<file path="config.mk">
export PLATFORM = sky130hd
export DESIGN_NAME = sn_buf_arbiter_flat
export DESIGN_NICKNAME = d
export VERILOG_FILES = /design/src/rtl/sn_buf_arbiter_if.sv /design/src/rtl/sn_buf_arbiter.sv /design/src/flat_wrapper.sv
export SDC_FILE = /design/constraint.sdc
export NUM_CORES = 1
export LEC_CHECK = 0
export CAP_MARGIN = 20
export CORE_MARGIN = 2
export CORE_UTILIZATION = 34
export CTS_BUF_LIST = sky130_fd_sc_hd__clkbuf_8
export DETAILED_ROUTE_END_ITERATION = 12
export GPL_TIMING_DRIVEN = 0
export PLACE_DENSITY = 0.91
export RECOVER_POWER = 100
export SYNTH_ARGS = -nofsm -noshare
export SYNTH_HDL_FRONTEND = slang
export SYNTH_SLANG_ARGS = --single-unit
</file>
<file path="constraint.sdc">
create_clock -name clk -period 3.1 [get_ports clk]
set_input_delay 0.93 -clock clk [delete_from_list [all_inputs] [get_ports clk]]
set_output_delay 0.93 -clock clk [all_outputs]
set_load 0.01 [all_outputs]
</file>
<file path="src/rtl/sn_buf_arbiter_if.sv">
// Snooper-to-buffer bus: snooper write port, ready/ack handshake,
// and steered per-buffer strobes. master = arbiter, slave = environment.
interface sn_buf_arbiter_if #(
  parameter int N_BUFS            = 4,
  parameter int SN_FWD_ADDR_WIDTH = 9,
  parameter int SN_FWD_DATA_WIDTH = 64,
  parameter int SN_INC_WIDTH      = 3
);
  logic [SN_FWD_ADDR_WIDTH-1:0] sn_addr;
  logic [SN_FWD_DATA_WIDTH-1:0] sn_wr_data;
  logic                         sn_wr_en;
  logic [SN_INC_WIDTH-1:0]      sn_byte_inc;
  logic                         sn_done;
  logic                         rdy_for_sn;
  logic                         rdy_for_sn_ack;
  logic [N_BUFS-1:0]            buf_rdy_for_sn;
  logic [N_BUFS-1:0]            buf_rdy_for_sn_ack;
  logic [SN_FWD_ADDR_WIDTH-1:0] buf_addr;
  logic [SN_FWD_DATA_WIDTH-1:0] buf_wr_data;
  logic [SN_INC_WIDTH-1:0]      buf_byte_inc;
  logic [N_BUFS-1:0]            buf_wr_en;
  logic [N_BUFS-1:0]            buf_done;

  modport master (
    input  sn_addr, sn_wr_data, sn_wr_en,
    input  sn_byte_inc, sn_done,
    input  rdy_for_sn_ack, buf_rdy_for_sn,
    output rdy_for_sn, buf_rdy_for_sn_ack,
    output buf_addr, buf_wr_data, buf_byte_inc,
    output buf_wr_en, buf_done
  );

  modport slave (
    output sn_addr, sn_wr_data, sn_wr_en,
    output sn_byte_inc, sn_done,
    output rdy_for_sn_ack, buf_rdy_for_sn,
    input  rdy_for_sn, buf_rdy_for_sn_ack,
    input  buf_addr, buf_wr_data, buf_byte_inc,
    input  buf_wr_en, buf_done
  );
endinterface

</file>
<file path="src/rtl/sn_buf_arbiter.sv">
// Round-robin arbiter handing one snooper to N_BUFS packet buffers.
// Ports: clk, rst (async, active-low), bus (master), grant_idx, counters.
module sn_buf_arbiter #(
  parameter int N_BUFS            = 4,
  parameter int SEL_WIDTH         = 2,
  parameter int SN_FWD_ADDR_WIDTH = 9,
  parameter int SN_FWD_DATA_WIDTH = 64,
  parameter int SN_INC_WIDTH      = 3,
  parameter int CNT_WIDTH         = 16
) (
  input  logic                 clk,
  input  logic                 rst,
  sn_buf_arbiter_if.master     bus,
  output logic [SEL_WIDTH-1:0] grant_idx,
  output logic [CNT_WIDTH-1:0] pkt_count,
  output logic [CNT_WIDTH-1:0] stray_wr_count
);

  localparam logic [1:0] ST_IDLE  = 2'd0;
  localparam logic [1:0] ST_OFFER = 2'd1;
  localparam logic [1:0] ST_BUSY  = 2'd2;

  logic [1:0]           state_q, state_d;
  logic [SEL_WIDTH-1:0] sel_q, sel_d;
  logic [SEL_WIDTH-1:0] rr_ptr_q, rr_ptr_d;
  logic [CNT_WIDTH-1:0] pkt_count_q, pkt_count_d;
  logic [CNT_WIDTH-1:0] stray_q, stray_d;

  logic                 hit;
  logic [SEL_WIDTH-1:0] hit_idx;
  logic [N_BUFS-1:0]    sel_oh;
  logic                 rdy;
  logic [N_BUFS-1:0]    ack_oh, wr_oh, done_oh;

  // First ready buffer at or after rr_ptr, wrapping at N_BUFS.
  always_comb begin
    int j;
    hit     = 1'b0;
    hit_idx = '0;
    j       = 0;
    for (int i = 0; i < N_BUFS; i++) begin
      j = int'(rr_ptr_q) + i;
      if (j >= N_BUFS) j = j - N_BUFS;
      if (!hit && bus.buf_rdy_for_sn[j]) begin
        hit     = 1'b1;
        hit_idx = SEL_WIDTH'(j);
      end
    end
  end

  always_comb begin
    sel_oh        = '0;
    sel_oh[sel_q] = 1'b1;
  end

  always_comb begin
    state_d     = state_q;
    sel_d       = sel_q;
    rr_ptr_d    = rr_ptr_q;
    pkt_count_d = pkt_count_q;
    stray_d     = stray_q;
    rdy         = 1'b0;
    ack_oh      = '0;
    wr_oh       = '0;
    done_oh     = '0;
    unique case (state_q)
      ST_IDLE: begin
        if (hit) begin
          sel_d   = hit_idx;
          state_d = ST_OFFER;
        end
      end
      ST_OFFER: begin
        if (!bus.buf_rdy_for_sn[sel_q]) begin
          state_d = ST_IDLE;
        end else begin
          rdy = 1'b1;
          if (bus.rdy_for_sn_ack) begin
            ack_oh  = sel_oh;
            state_d = ST_BUSY;
          end
        end
      end
      ST_BUSY: begin
        wr_oh   = sel_oh & {N_BUFS{bus.sn_wr_en}};
        done_oh = sel_oh & {N_BUFS{bus.sn_done}};
        if (bus.sn_done) begin
          pkt_count_d = pkt_count_q + CNT_WIDTH'(1);
          state_d     = ST_IDLE;
          if (sel_q == SEL_WIDTH'(N_BUFS - 1))
            rr_ptr_d = '0;
          else
            rr_ptr_d = sel_q + SEL_WIDTH'(1);
        end
      end
      default: state_d = ST_IDLE;
    endcase
    // Snooper activity with no granted buffer is dropped and counted.
    if (state_q != ST_BUSY
        && (bus.sn_wr_en || bus.sn_done)
        && stray_q != '1)
      stray_d = stray_q + CNT_WIDTH'(1);
  end

  always_ff @(posedge clk or negedge rst) begin
    if (!rst) begin
      state_q     <= ST_IDLE;
      sel_q       <= '0;
      rr_ptr_q    <= '0;
      pkt_count_q <= '0;
      stray_q     <= '0;
    end else begin
      state_q     <= state_d;
      sel_q       <= sel_d;
      rr_ptr_q    <= rr_ptr_d;
      pkt_count_q <= pkt_count_d;
      stray_q     <= stray_d;
    end
  end

  assign bus.rdy_for_sn         = rdy;
  assign bus.buf_rdy_for_sn_ack = ack_oh;
  assign bus.buf_wr_en          = wr_oh;
  assign bus.buf_done           = done_oh;
  assign bus.buf_addr           = bus.sn_addr;
  assign bus.buf_wr_data        = bus.sn_wr_data;
  assign bus.buf_byte_inc       = bus.sn_byte_inc;
  assign grant_idx              = sel_q;
  assign pkt_count              = pkt_count_q;
  assign stray_wr_count         = stray_q;

endmodule

</file>
<file path="src/flat_wrapper.sv">
// flat-port wrapper written by rule: the top's interface ports become plain ports
module sn_buf_arbiter_flat 
#(
  parameter int N_BUFS            = 4,
  parameter int SEL_WIDTH         = 2,
  parameter int SN_FWD_ADDR_WIDTH = 9,
  parameter int SN_FWD_DATA_WIDTH = 64,
  parameter int SN_INC_WIDTH      = 3,
  parameter int CNT_WIDTH         = 16
)
  (clk, rst, grant_idx, pkt_count, stray_wr_count, bus_sn_addr, bus_sn_wr_data, bus_sn_wr_en, bus_sn_byte_inc, bus_sn_done, bus_rdy_for_sn_ack, bus_buf_rdy_for_sn, bus_rdy_for_sn, bus_buf_rdy_for_sn_ack, bus_buf_addr, bus_buf_wr_data, bus_buf_byte_inc, bus_buf_wr_en, bus_buf_done);
  sn_buf_arbiter_if #(.N_BUFS(N_BUFS), .SN_FWD_ADDR_WIDTH(SN_FWD_ADDR_WIDTH), .SN_FWD_DATA_WIDTH(SN_FWD_DATA_WIDTH), .SN_INC_WIDTH(SN_INC_WIDTH)) bus_i ();
  input  logic clk;
  input  logic rst;
  output logic [SEL_WIDTH-1:0] grant_idx;
  output logic [CNT_WIDTH-1:0] pkt_count;
  output logic [CNT_WIDTH-1:0] stray_wr_count;
  input wire logic [$bits(bus_i.sn_addr)-1:0] bus_sn_addr;
  input wire logic [$bits(bus_i.sn_wr_data)-1:0] bus_sn_wr_data;
  input wire logic [$bits(bus_i.sn_wr_en)-1:0] bus_sn_wr_en;
  input wire logic [$bits(bus_i.sn_byte_inc)-1:0] bus_sn_byte_inc;
  input wire logic [$bits(bus_i.sn_done)-1:0] bus_sn_done;
  input wire logic [$bits(bus_i.rdy_for_sn_ack)-1:0] bus_rdy_for_sn_ack;
  input wire logic [$bits(bus_i.buf_rdy_for_sn)-1:0] bus_buf_rdy_for_sn;
  output wire logic [$bits(bus_i.rdy_for_sn)-1:0] bus_rdy_for_sn;
  output wire logic [$bits(bus_i.buf_rdy_for_sn_ack)-1:0] bus_buf_rdy_for_sn_ack;
  output wire logic [$bits(bus_i.buf_addr)-1:0] bus_buf_addr;
  output wire logic [$bits(bus_i.buf_wr_data)-1:0] bus_buf_wr_data;
  output wire logic [$bits(bus_i.buf_byte_inc)-1:0] bus_buf_byte_inc;
  output wire logic [$bits(bus_i.buf_wr_en)-1:0] bus_buf_wr_en;
  output wire logic [$bits(bus_i.buf_done)-1:0] bus_buf_done;
  assign bus_i.sn_addr = bus_sn_addr;
  assign bus_i.sn_wr_data = bus_sn_wr_data;
  assign bus_i.sn_wr_en = bus_sn_wr_en;
  assign bus_i.sn_byte_inc = bus_sn_byte_inc;
  assign bus_i.sn_done = bus_sn_done;
  assign bus_i.rdy_for_sn_ack = bus_rdy_for_sn_ack;
  assign bus_i.buf_rdy_for_sn = bus_buf_rdy_for_sn;
  assign bus_rdy_for_sn = bus_i.rdy_for_sn;
  assign bus_buf_rdy_for_sn_ack = bus_i.buf_rdy_for_sn_ack;
  assign bus_buf_addr = bus_i.buf_addr;
  assign bus_buf_wr_data = bus_i.buf_wr_data;
  assign bus_buf_byte_inc = bus_i.buf_byte_inc;
  assign bus_buf_wr_en = bus_i.buf_wr_en;
  assign bus_buf_done = bus_i.buf_done;
  sn_buf_arbiter #(.N_BUFS(N_BUFS), .SEL_WIDTH(SEL_WIDTH), .SN_FWD_ADDR_WIDTH(SN_FWD_ADDR_WIDTH), .SN_FWD_DATA_WIDTH(SN_FWD_DATA_WIDTH), .SN_INC_WIDTH(SN_INC_WIDTH), .CNT_WIDTH(CNT_WIDTH)) u_core (.clk(clk), .rst(rst), .bus(bus_i), .grant_idx(grant_idx), .pkt_count(pkt_count), .stray_wr_count(stray_wr_count));
endmodule
</file>
# Word-level counts from Yosys, hierarchy flattened
# Cells that the tools add are included.
dict set report totals {
  inputBits 85
  out_inout_bits 123
  wordCells 90
  regBits 38
}
dict set report op_classes {
  n_addsub 10
  reduce_logical 14
  n_mux 41
  n_lt_le_gt_ge 10
  eq_ne 8
  n_bitwise 2
}
# operator n
set ops {}
lappend ops {{$lt 32x4->1 const B} 4}
lappend ops {{$mux 32} 4}
lappend ops {{$ge 32x4->1 const B} 3}
lappend ops {{$sub 32x4->32 const B} 3}
lappend ops {{$add 16x1->16 const B} 2}
lappend ops {{$mux 4} 5}
lappend ops {{$mux 2} 9}
lappend ops {{$mux 1} 16}
lappend ops {{$ne 16x16->1 const B} 1}
lappend ops {{$bmux 1 s2} 5}
lappend ops {{$and 4x4->4} 2}
lappend ops {{$add 2x2->3 const B} 2}
lappend ops {{$logic_and 1x1->1} 6}
lappend ops {{$pmux 2 s3} 1}
lappend ops {{$eq 2x2->1 const B} 2}
lappend ops {{$ne 2x2->1 const B} 2}
lappend ops {{$reduce_and 2->1} 2}
lappend ops {{$sub 2x3->4 const B} 1}
lappend ops {{$add 2x1->3 const B} 1}
lappend ops {{$ge 2x3->1 const B} 1}
lappend ops {{$logic_not 1->1} 3}
lappend ops {{$lt 2x3->1 const B} 1}
lappend ops {{$ne 3x3->1 const B} 1}
lappend ops {{$reduce_and 3->1} 1}
lappend ops {{7 further kinds} 7}

# Longest topological paths before layout
dict set report logic_depth {
  word_depth 17
  depth_mapped 6
  mapped_depth_nobuf 5
}

# Worst setup path after synthesis
# No wires, ideal clock.
dict set report synth_path {
  kind {input to output}
  startpoint {in bus_buf_rdy_for_sn[3]}
  endpoint {out bus_buf_rdy_for_sn_ack[0]}
  path_buffers 1
  stages 4
  required_ns 2.170
  t_arrival_ns 1.933
  slack_ns 0.237
  path_cell_list {mux4_2 > and3b_1 > clkbuf_1 > and3_1}
}
dict set report synth_between {
  elab_chain_len 4
}
# element line
set synth_rtl {}
lappend synth_rtl {{from (decl)} flat_wrapper.sv:24} ;# input wire logic [$bits(bus_i.buf_rdy_for_sn)-1:0] bus_buf_rdy_for_sn;
lappend synth_rtl {{$bmux 1 s2} sn_buf_arbiter.sv:74} ;# if (!bus.buf_rdy_for_sn[sel_q]) begin
lappend synth_rtl {{$mux 1 (implied by the code)} sn_buf_arbiter.sv:74}
lappend synth_rtl {{$mux 4} sn_buf_arbiter.sv:74}
lappend synth_rtl {{$mux 4} sn_buf_arbiter.sv:66} ;# unique case (state_q)
lappend synth_rtl {{to (decl)} flat_wrapper.sv:26} ;# output wire logic [$bits(bus_i.buf_rdy_for_sn_ack)-1:0] bus_buf_rdy_for_sn_ack;
# Every way passes these cells. The select of a mux whose other input is x is not followed.

# Worst setup path in the final report
dict set report layout_path {
  startpoint {in bus_buf_rdy_for_sn[3]}
  endpoint {out bus_buf_rdy_for_sn_ack[3]}
}
# The elaborated chain is that of the path after synthesis.

==> results.toml <==
[setup_path]
crit_type = "in -> out"
worstPathMaxFanout = 7
cp_slowest_cell = "mux4_2"
endpoint_kind = "output port"
cp_num_buf_inv = 2
worst_ep_arrival_time_ps = 2140
path_cells = "buf_4, mux4_2, and3b_2, and3_4, buf_2"
cp_slowest_stage_delay_ps = 490
cp-start-kind = "input port"
cp_top_family = "multiplexers"
crit_required_ps = 2170

[synth]
syn_nets = 354
synth_top_flop_cell = "dfrtp_1"
synth.distinct_cells = 44
synth_edf_count = 0
ys_ff_latch = 38
postSynth.asyncResetShare_pct = 100
avgSynthCellArea_um2 = 10.0
synth_area_um2 = 2630
synthCells = 263
synth-warning-count = 0
yosysSeqAreaShare_pct = 36.1

[power_and_ir_drop]
switchingPower_w = 0.000755
sw_frac_of_total_pct = 36.7
p_leak_nw = 1.97
ir_drop_mv = 0.283
p_comb_share_pct = 43.8
intPower_w = 0.00130
power_frac_clock_pct = 17.5
pwr_density_cell_nw_per_um2 = 503
seq_power_share_pct = 38.7

[cts]
cts_tree = "yes"
cts.path.max_buffers = 2
cts.sinks = 38
clk_pin_slew_ps = 80
root_buffer = "clkbuf_8"
h-tree-depth = 2
clkLatencyLatePin_ps = 290
cts_buffers = 5
ctsHoldBuffers = 0

[placed_design]
place_congestion = 0.786
dpl_cell_area_um2 = 4070
placed_cells = 496
hpwl_um = 5170
port_buffers = 131
pre_cts_ws_ps = -819

[layout]
fillCellCount = 682
multiInputGateArea_um2 = 1020
fin_cells = 504
fin_util_pct = 53.8
diodes = 0
nets = 492
final_cell_area_um2 = 4090
area_growth_pct = 55.4
regArea_um2 = 951
layout-drive-gt1-share_pct = 27.1

[sta]
hold_violations = 0
fmax_mhz = 326
fin_crit_sh_pct = 99.0
hold-worst-slack_ps = 471
slew_headroom_pct = -39.8
slew_viol_final = 39
post-route-worst-setup-slack_ps = 32.3
worstMarginPinSlew_ps = 2100
rsz0062_at_grt = "false"
setup_viol = 0
skew_ps = 6.05
fin_crit_ps = 3070

[floorplanning]
die_y_um = 92.0
dieArea_um2 = 8460
die_w_um = 92.0
rows = 32
core_um2 = 7610
initial_core_util_pct = 34.6
io_pins = 208

[route]
drt-total-wl_um = 6410
drt_iter0_markers = 70
postRouteAntennaNets = 0
viasPerCell = 4.59
drc_errors = 0
wl_per_cell_um = 12.7
vias = 2312
first_pass_iters = 4

[run]
maxCapViolations = 1

[run_status]
violations = "max-capacitance violations, max-slew violations"
status = "finished, violations left"

[global_route]
grt_pass1_vias = 2276
antenna_found_initial = 0
grt_util_all_layers_pct = 14.4
grt_overflow_total = 0
grt_max_degree = 39
grt_pass1_wl_um = 10000

[hold_path]
holdCritPathClass = "reg -> reg"
==> synth_stat cells (all sizes together), types with 2 or more instances <==
cell     count  area share (%)
a2111oi      3             1.7
a211oi       4             1.7
a21oi        3            0.57
a31oi        3            0.71
and2         5             1.2
and3        11             2.6
and3b        2            0.67
and4         2            0.67
buf         78              22
clkbuf       2            0.29
dfrtp       38              36
ha           6             2.9
inv          9             1.3
mux2         6             2.6
mux2i        2            0.76
nand2        9             1.3
nand2b       4            0.95
nand3        8             1.5
nand4        7             1.9
nor2         9             1.3
nor2b        2            0.48
nor3         5             1.1
nor4         3             1.3
nor4b        2            0.90
o21ai        3            0.57
or2          2            0.57
or3          2            0.67
or4          2            0.71
xnor2       11             3.7
xor2        16             5.3
==> per-layer routing <==
layer	share of wire [%]	up-vias	GRT usage, %
met5	0	-	0
met4	0.61	0	3.36
met3	11	4	4.93
met2	51	133	26.7
met1	38	1077	15.7
li1	-	1098	-
==> cell type report <==
cell class | count | area share [%]
flip-flops and latches | 38 | 23.3
clock buffers | 6 | 2.02
inverters | 9 | 0.826
plain buffers | 79 | 14.6
well taps | 102 | 3.12
clock inverters | 2 | 0.306
multi-input cells | 136 | 24.9
repair buffers | 132 | 31.0
==> repair_timing <==
| action | in CTS | in global routing |
|---|---|---|
| gates resized for setup | 46 | 2 |
| endpoints found under the setup margin | 13 | 3 |
| buffers inserted | 0 | 1 |
| pin swaps | 1 | 0 |
| gates cloned | 0 | 0 |
==> state kept, by name, indices dropped and copies added, names as in the netlist <==
register,count
u_core.pkt_count,16
u_core.state_q,2
u_core.grant_idx,2
u_core.rr_ptr_q,2
u_core.stray_wr_count,16
==> logic make-up (layout without fill, tap and decap cells) <==
family	Yosys count	count (layout)	synth area share [%]
multiplexers	9	9	4.18
buffers and inverters	89	228	23.7
AO/OA/AOI/OAI	18	18	5.99
adder cells (fa/ha/maj)	6	6	2.85
XOR/XNOR	27	27	8.99
flip-flops	38	38	36.1
AND/OR/NAND/NOR	76	76	18.1
==> path summary, 6_finish.rpt <==
| path | startpoint | end | slack [ps] | depth (start not counted) |
|---|---|---|---|---|
| setup / recovery | bus_buf_rdy_for_sn[3] | bus_buf_rdy_for_sn_ack[3] | 30 | 5 |
| hold / removal | u_core.pkt_count[15]$_DFFE_PN0P_ | u_core.pkt_count[15]$_DFFE_PN0P_ | 470 | 1 |
| setup reg to reg | u_core.state_q[0]$_DFFE_PN0P_ | u_core.pkt_count[15]$_DFFE_PN0P_ | 1170 | 4 |
| hold reg to reg | u_core.pkt_count[15]$_DFFE_PN0P_ | u_core.pkt_count[15]$_DFFE_PN0P_ | 470 | 1 |
| max in group asynchronous | rst | u_core.pkt_count[2]$_DFFE_PN0P_ | 670 | 1 |
| min in group asynchronous | rst | u_core.stray_wr_count[11]$_DFFE_PN0P_ | 1240 | 1 |
==> cells in the final DEF, fill, tap and decap left out, drive strengths merged, types with 8 or more instances in the layout <==
cell         Yosys  routed
dlygate4sd3      0     115
buf             78      85
dfrtp           38      38
xor2            16      16
xnor2           11      11
and3            11      11
clkbuf           2      10
inv              9       9
nand2            9       9
nor2             9       9
nand3            8       8
==> per-stage QoR <==
stage                     total power (W)  setup TNS [ps]
final                             0.00206               0
after global placement            0.00176           -6390
after CTS                         0.00216               0
after global routing              0.00221               0
after detailed placement          0.00180           -6720
after floorplan                   0.00131               0
==> worst register-to-register path: stages, from the launching register on <==
cell and delay, ps:
dfrtp_1 440, nand2b_1 260, nor3_1 580, nor4b_1 400, xor2_1 180
==> power by group through the flow <==
stage	Clock (W)	Sequential, W	Combinational (W)
final	0.000360	0.000797	0.000900
after global routing	0.000397	0.000827	0.000985
after CTS	0.000376	0.000802	0.000983
after detailed placement	0	0.000811	0.000991
after global placement	0	0.000804	0.000961
after floorplan	0	0.000823	0.000490
(Power assumes the default switching activity.)
